`src/rtl/add_np.sv`:
```
`default_nettype none
// add_np: WIDTH-bit adder/subtractor whose carry chain is cut into STAGES registered chunks under a valid/ready handshake.
// Revision 1.0
module add_np #(
  parameter int WIDTH  = 15,
  parameter int STAGES = 3
) (
  input  logic             clk,
  input  logic             rst,
  input  logic             in_valid,
  output logic             in_ready,
  input  logic [WIDTH-1:0] X,
  input  logic [WIDTH-1:0] Y,
  input  logic             cin,
  input  logic             sub,
  output logic [WIDTH-1:0] sum,
  output logic             cout,
  output logic             out_valid,
  input  logic             out_ready
);
  localparam int CW = (WIDTH + STAGES - 1) / STAGES;

  logic w_adv;

  assign in_ready = !(out_valid && !out_ready);
  assign w_adv    = in_ready;

  // Stage k adds chunk k. Unconsumed operand bits ride along (skew) and
  // finished low chunks accumulate in r_s (deskew), so one operation
  // always occupies exactly one stage slot.
  for (genvar k = 0; k < STAGES; k++) begin : g_stage
    localparam int LO = k * CW;
    localparam int HI = (k == STAGES - 1) ? WIDTH : (k + 1) * CW;
    localparam int NW = HI - LO;
    localparam int RW = WIDTH - HI;

    logic [WIDTH-LO-1:0] w_xin;
    logic [WIDTH-LO-1:0] w_yin;
    logic                w_ci;
    logic                w_vi;
    logic                w_sub;
    logic                w_co;
    logic [NW-1:0]       w_yc;
    logic [NW-1:0]       w_sc;
    logic [HI-1:0]       w_s;
    logic [HI-1:0]       r_s;
    logic                r_c;
    logic                r_v;

    if (k == 0) begin : g_first
      assign w_xin = X;
      assign w_yin = Y;
      assign w_ci  = sub | cin;
      assign w_vi  = in_valid;
      assign w_sub = sub;
      assign w_s   = w_sc;
    end else begin : g_next
      assign w_xin = g_stage[k-1].g_rem.r_x;
      assign w_yin = g_stage[k-1].g_rem.r_y;
      assign w_ci  = g_stage[k-1].r_c;
      assign w_vi  = g_stage[k-1].r_v;
      assign w_sub = g_stage[k-1].g_rem.r_sub;
      assign w_s   = {w_sc, g_stage[k-1].r_s};
    end

    // Each Y chunk is inverted as it enters its stage, steered by the sub
    // bit that travels with the operation.
    assign w_yc = w_sub ? ~w_yin[NW-1:0] : w_yin[NW-1:0];
    assign {w_co, w_sc} = {1'b0, w_xin[NW-1:0]} + {1'b0, w_yc} + (NW+1)'(w_ci);

    always_ff @(posedge clk or posedge rst) begin
      if (rst) begin
        r_s <= '0;
        r_c <= 1'b0;
        r_v <= 1'b0;
      end else if (w_adv) begin
        r_s <= w_s;
        r_c <= w_co;
        r_v <= w_vi;
      end
    end

    if (RW > 0) begin : g_rem
      logic [RW-1:0] r_x;
      logic [RW-1:0] r_y;
      logic          r_sub;

      always_ff @(posedge clk or posedge rst) begin
        if (rst) begin
          r_x   <= '0;
          r_y   <= '0;
          r_sub <= 1'b0;
        end else if (w_adv) begin
          r_x   <= w_xin[WIDTH-LO-1:NW];
          r_y   <= w_yin[WIDTH-LO-1:NW];
          r_sub <= w_sub;
        end
      end
    end
  end

  assign sum       = g_stage[STAGES-1].r_s;
  assign cout      = g_stage[STAGES-1].r_c;
  assign out_valid = g_stage[STAGES-1].r_v;

endmodule
`default_nettype wire

```
`config.mk`:
```
export PLATFORM = sky130hd
export DESIGN_NAME = add_np
export DESIGN_NICKNAME = d
export VERILOG_FILES = /design/src/rtl/add_np.sv
export SDC_FILE = /design/constraint.sdc
export NUM_CORES = 1
export LEC_CHECK = 0
export ABC_AREA = 1
export BUFFER_PORTS_ARGS = -buffer_cell sky130_fd_sc_hd__clkbuf_2
export CAP_MARGIN = 20
export CORE_ASPECT_RATIO = 0.5
export CORE_MARGIN = 5
export CORE_UTILIZATION = 41
export DETAILED_ROUTE_END_ITERATION = 7
export PLACE_DENSITY = 0.73
export SETUP_SLACK_MARGIN = 0.05
export SYNTH_ARGS = -nofsm -noshare
export SYNTH_HDL_FRONTEND = slang
export SYNTH_SLANG_ARGS = --single-unit
```
`constraint.sdc`:
```
create_clock -name clk -period 1.75 [get_ports clk]
set_input_delay 0.0875 -clock clk [delete_from_list [all_inputs] [get_ports clk]]
set_output_delay 0.0875 -clock clk [all_outputs]
set_load 0.02 [all_outputs]
```
==> out/qor.log <==
qor: critical_path.worst_r2r_endpoint g_stage[1].r_s[9]$_DFFE_PP0N_
qor: floorplan.dieArea 10000 sq um
qor: finish.final_layout_size_suffix_gt1_frac 0.231
qor: placement.buffer_ports.inserted 53
qor: synthesis.post_synth_edffs 0
qor: finish.antenna_cells 0
qor: grt.grt_start_max_net_pins 69
qor: job.max_cap_viol_count 0
qor: floorplan.core_region_area 7890 sq um
qor: critical_path.cpMostUsedCell sky130_fd_sc_hd__nand2_1
qor: synthesis.post_synth_inst_count 375
qor: critical_path.regToRegStartpoint g_stage[0].g_rem.r_sub$_DFFE_PP0N_
qor: synthesis.post-synth-top-area-cell sky130_fd_sc_hd__dfrtp_1
qor: finish.flow.area_growth_from_synthesis 31.5%
qor: grt.grt_busiest_layer met2
qor: grt.first_global_vias 2482
qor: detailed_routing.drcViolationCount 0
qor: grt.grt_first_pass_wirelength 11200 um
qor: critical_path.critical_path_class flop to flop
qor: floorplan.core.rowCount 23
qor: grt.grt_usage 0.142
qor: synthesis.synth.net_count 429
qor: detailed_routing.vias_per_cell 4.46
qor: grt.grt_use_met3 0.0465
qor: synthesis.synthesis.area_per_instance 8.76 sq um
qor: timing.totalNegativeSetupSlack 0 ns
qor: grt.grt_util_met1 0.181
qor: hold_path.launch_point_of_the_worst_hold_path Y[10]
qor: clocking.worst_setup_hold_path_clk_slew 0.05 ns
qor: critical_path.worst_setup_path_start_kind flop
qor: clocking.cts-htree-levels 3
qor: synthesis.yosysTopAreaCellShare 0.518
qor: floorplan.initial_utilization 0.416
qor: timing.timing.max_slew.rel_slack 0.665
qor: timing.max_freq 582 MHz
qor: synthesis.synth_area 3280 sq um
qor: critical_path.timing.critical_path.cells buf_4 > xor2_1 > ha_1 > or2_2 > nand2_2 > nand2_1 > nand3_1 > nand2_1
qor: detailed_routing.detail_route.wl_per_cell 11.2 um
qor: detailed_routing.via_count 2541
qor: timing.final-hold-violation-count 0
qor: hold_path.hold_path_depth 3
qor: critical_path.critPathTopFamily simple AND/OR/NAND/NOR gates
qor: synthesis.sequential_element_share_of_the_synthesized_area 0.518
qor: synthesis.async_reset_ff_frac 1.00
qor: synthesis.ys_warn_count 0
qor: timing.fin_crit_sh 0.982
qor: detailed_routing.drt-pass1-iter-count 4
qor: placement.place.detailed.hpwl 4330 um
qor: pwr.vdd_ir_drop_max 0.582 mV
qor: clocking.cts_tree done
qor: detailed_routing.drt_wl_total 6360 um
qor: clocking.clock_tree.buffer_depth 2
qor: critical_path.worstPathBufferInverterCount 1
qor: floorplan.boundaryPins 54
qor: timing.slew_viol_final 0
qor: critical_path.worstPathRequired 1.96 ns
qor: clocking.cts_sinks 68
qor: critical_path.worstPathMaxFanout 5
qor: floorplan.die_height 73.3 um
qor: finish.design.final.nets 507
qor: grt.globalRouteMet2Util 0.236
qor: critical_path.reg2reg_slack 0.03 ns
qor: detailed_routing.antenna_violating_nets_post_route 0
qor: timing.setup_viol 0
qor: synthesis.top_cells_by_area_synth sky130_fd_sc_hd__dfrtp_1, sky130_fd_sc_hd__nand2_1, sky130_fd_sc_hd__o21ai_0, sky130_fd_sc_hd__ha_1, sky130_fd_sc_hd__inv_1
qor: finish.post_route_core_utilization 0.548
qor: critical_path.critical_path.slowest_cell sky130_fd_sc_hd__dfrtp_1
qor: clocking.ctsRootBufferMaster sky130_fd_sc_hd__clkbuf_16
qor: placement.gp_congestion 0.827
qor: critical_path.timing.critical_path.to_type flop
qor: synthesis.flip_flop_and_latch_count_after_synthesis 68
qor: hold_path.timing.hold.worst_endpoint g_stage[0].g_rem.r_y[5]$_DFFE_PP0N_
qor: critical_path.crit_arrival 1.93 ns
qor: synthesis.synth.lib_cells_used.distinct 21
qor: pwr.power.density_cell_area 1730 nW/um^2
qor: floorplan.dieWidth 137 um
qor: timing.hold_ws 0.0136 ns
qor: finish.post_layout_cell_count 570
qor: timing.fin_worst_skew 0.00577 ns
qor: grt.grt_overflow_total 0
qor: timing.final_period_minus_worst_setup_slack 1.72 ns
qor: clocking.worst_skew_pair.late_latency 0.32 ns
qor: synthesis.synth_most_common_cell sky130_fd_sc_hd__nand2_1
qor: critical_path.ff2ff_path_depth 8
qor: critical_path.critical_path_s_largest_stage_delay 0.40 ns
qor: synthesis.ys_dominant_reg_cell sky130_fd_sc_hd__dfrtp_1
qor: hold_path.min_path_type input port to flop
qor: detailed_routing.detail_route.iter0.violations 133
qor: clocking.cts_inserted_buffers 9
qor: grt.number_of_antenna_violations_at_the_first_check_in_global_routing 0
qor: outcome.result_of_the_run complete, no violations
qor: pwr.cellLeakagePower 2.27 nW
qor: timing.setup_repair_after_global_routing_missed_its_margin true
qor: synthesis.post_synth_most_frequent_cells sky130_fd_sc_hd__nand2_1, sky130_fd_sc_hd__dfrtp_1, sky130_fd_sc_hd__o21ai_0
qor: placement.place.detailed.instances 531
qor: timing.tightestPinTransition 0.503 ns
[worst max-delay path by stage]
| stage | from | endpoint | slack (ns) | depth (start not counted) |
|---|---|---|---|---|
| final | g_stage[0].g_rem.r_sub$_DFFE_PP0N_ | g_stage[1].r_s[9]$_DFFE_PP0N_ | 0.03 | 8 |
| after global routing | g_stage[0].g_rem.r_y[0]$_DFFE_PP0N_ | g_stage[1].r_s[9]$_DFFE_PP0N_ | -0.08 | 11 |
| after CTS | g_stage[0].g_rem.r_sub$_DFFE_PP0N_ | g_stage[1].r_s[9]$_DFFE_PP0N_ | 0.03 | 8 |
| after detailed placement | g_stage[0].g_rem.r_y[0]$_DFFE_PP0N_ | g_stage[1].r_s[9]$_DFFE_PP0N_ | 0.01 | 10 |
| after global placement | g_stage[0].g_rem.r_y[0]$_DFFE_PP0N_ | g_stage[1].r_s[9]$_DFFE_PP0N_ | 0.07 | 10 |
| after floorplan | g_stage[1].g_rem.r_sub$_DFFE_PP0N_ | sum[14]$_DFFE_PP0N_ | 0.04 | 12 |
[cells by family (layout without fill, tap and decap cells)]
family | count (synthesis) | count (layout) | synth area share
DFF | 68 | 68 | 0.518
xor gates and xnor gates | 15 | 15 | 0.0400
adders and majority gates | 18 | 18 | 0.0823
and+or+nand+nor | 180 | 180 | 0.221
AOI/OAI and AO/OA | 43 | 43 | 0.0682
buffers and inverters | 51 | 134 | 0.0701
[state kept, by name, summed over array words and instances, names as in the netlist]
signal,flops
g_stage.g_rem.r_x,15
g_stage.r_v,2
sum,15
g_stage.g_rem.r_sub,2
g_stage.g_rem.r_y,15
cout,1
g_stage.r_c,2
out_valid,1
g_stage.r_s,15
[layout by cell type (no fill, tap or decap), types with 4 or more instances in the layout]
| master | count |
|---|---|
| sky130_fd_sc_hd__nand2_1 | 139 |
| sky130_fd_sc_hd__dfrtp_1 | 68 |
| sky130_fd_sc_hd__clkbuf_2 | 53 |
| sky130_fd_sc_hd__o21ai_0 | 33 |
| sky130_fd_sc_hd__inv_1 | 28 |
| sky130_fd_sc_hd__dlygate4sd3_1 | 21 |
| sky130_fd_sc_hd__nor2_1 | 14 |
| sky130_fd_sc_hd__nand3_1 | 14 |
| sky130_fd_sc_hd__ha_1 | 12 |
| sky130_fd_sc_hd__xor2_1 | 11 |
| sky130_fd_sc_hd__clkbuf_16 | 9 |
| sky130_fd_sc_hd__buf_4 | 7 |
| sky130_fd_sc_hd__or2_2 | 6 |
| sky130_fd_sc_hd__fa_2 | 6 |
| sky130_fd_sc_hd__a21oi_1 | 4 |
| sky130_fd_sc_hd__inv_2 | 4 |
[what timing repair did]
item	CTS	global route
endpoints found under the hold margin	88	0
setup endpoints to repair	3	8
hold buffers	21	0
buffers inserted	0	2
resized for setup	3	12
pin swaps	4	4
[cell type report]
class | instances | area, sq um
Sequential cell | 68 | 1700
Clock inverter | 4 | 70.1
Timing Repair Buffer | 84 | 588
Clock buffer | 12 | 267
Inverter | 34 | 134
Tap cell | 112 | 140
Multi-Input combinational cell | 256 | 1420
Fill cell | 703 | 3570
[metrics by stage]
stage | worst slack, ns | total power, mW | cell area, sq um
3_3_place_gp | 0.0668 | 5.23 | 3710
4_1_cts | 0.0304 | 7.41 | 4270
6_report | 0.0309 | 7.46 | 4320
2_1_floorplan | 0.0386 | 4.59 | 3330
5_1_grt | -0.0829 | 8.08 | 4320
3_5_place_dp | 0.0108 | 5.32 | 3710
[worst min-delay path: cells and delay by family]
kind	cells	cell delay (ns)
and+or+nand+nor	1	0.05
AOI/OAI and AO/OA	1	0.08
buffers and inverters	1	0.08
[power by group]
group / switching, mW / internal, mW
Combinational: 1.74 / 1.23
Clock: 0.623 / 1.36
Sequential: 0.328 / 2.18
Total: 2.69 / 4.77
[routing by layer]
layer  share of wire  wire length, um  up-vias
met5               0                0        -
met4          0.0075               48        0
met3           0.038              242        4
met2            0.48             3020       38
met1            0.48             3050     1184
li1                -                -     1315
No activity file was read; power rests on OpenSTA's default activity.
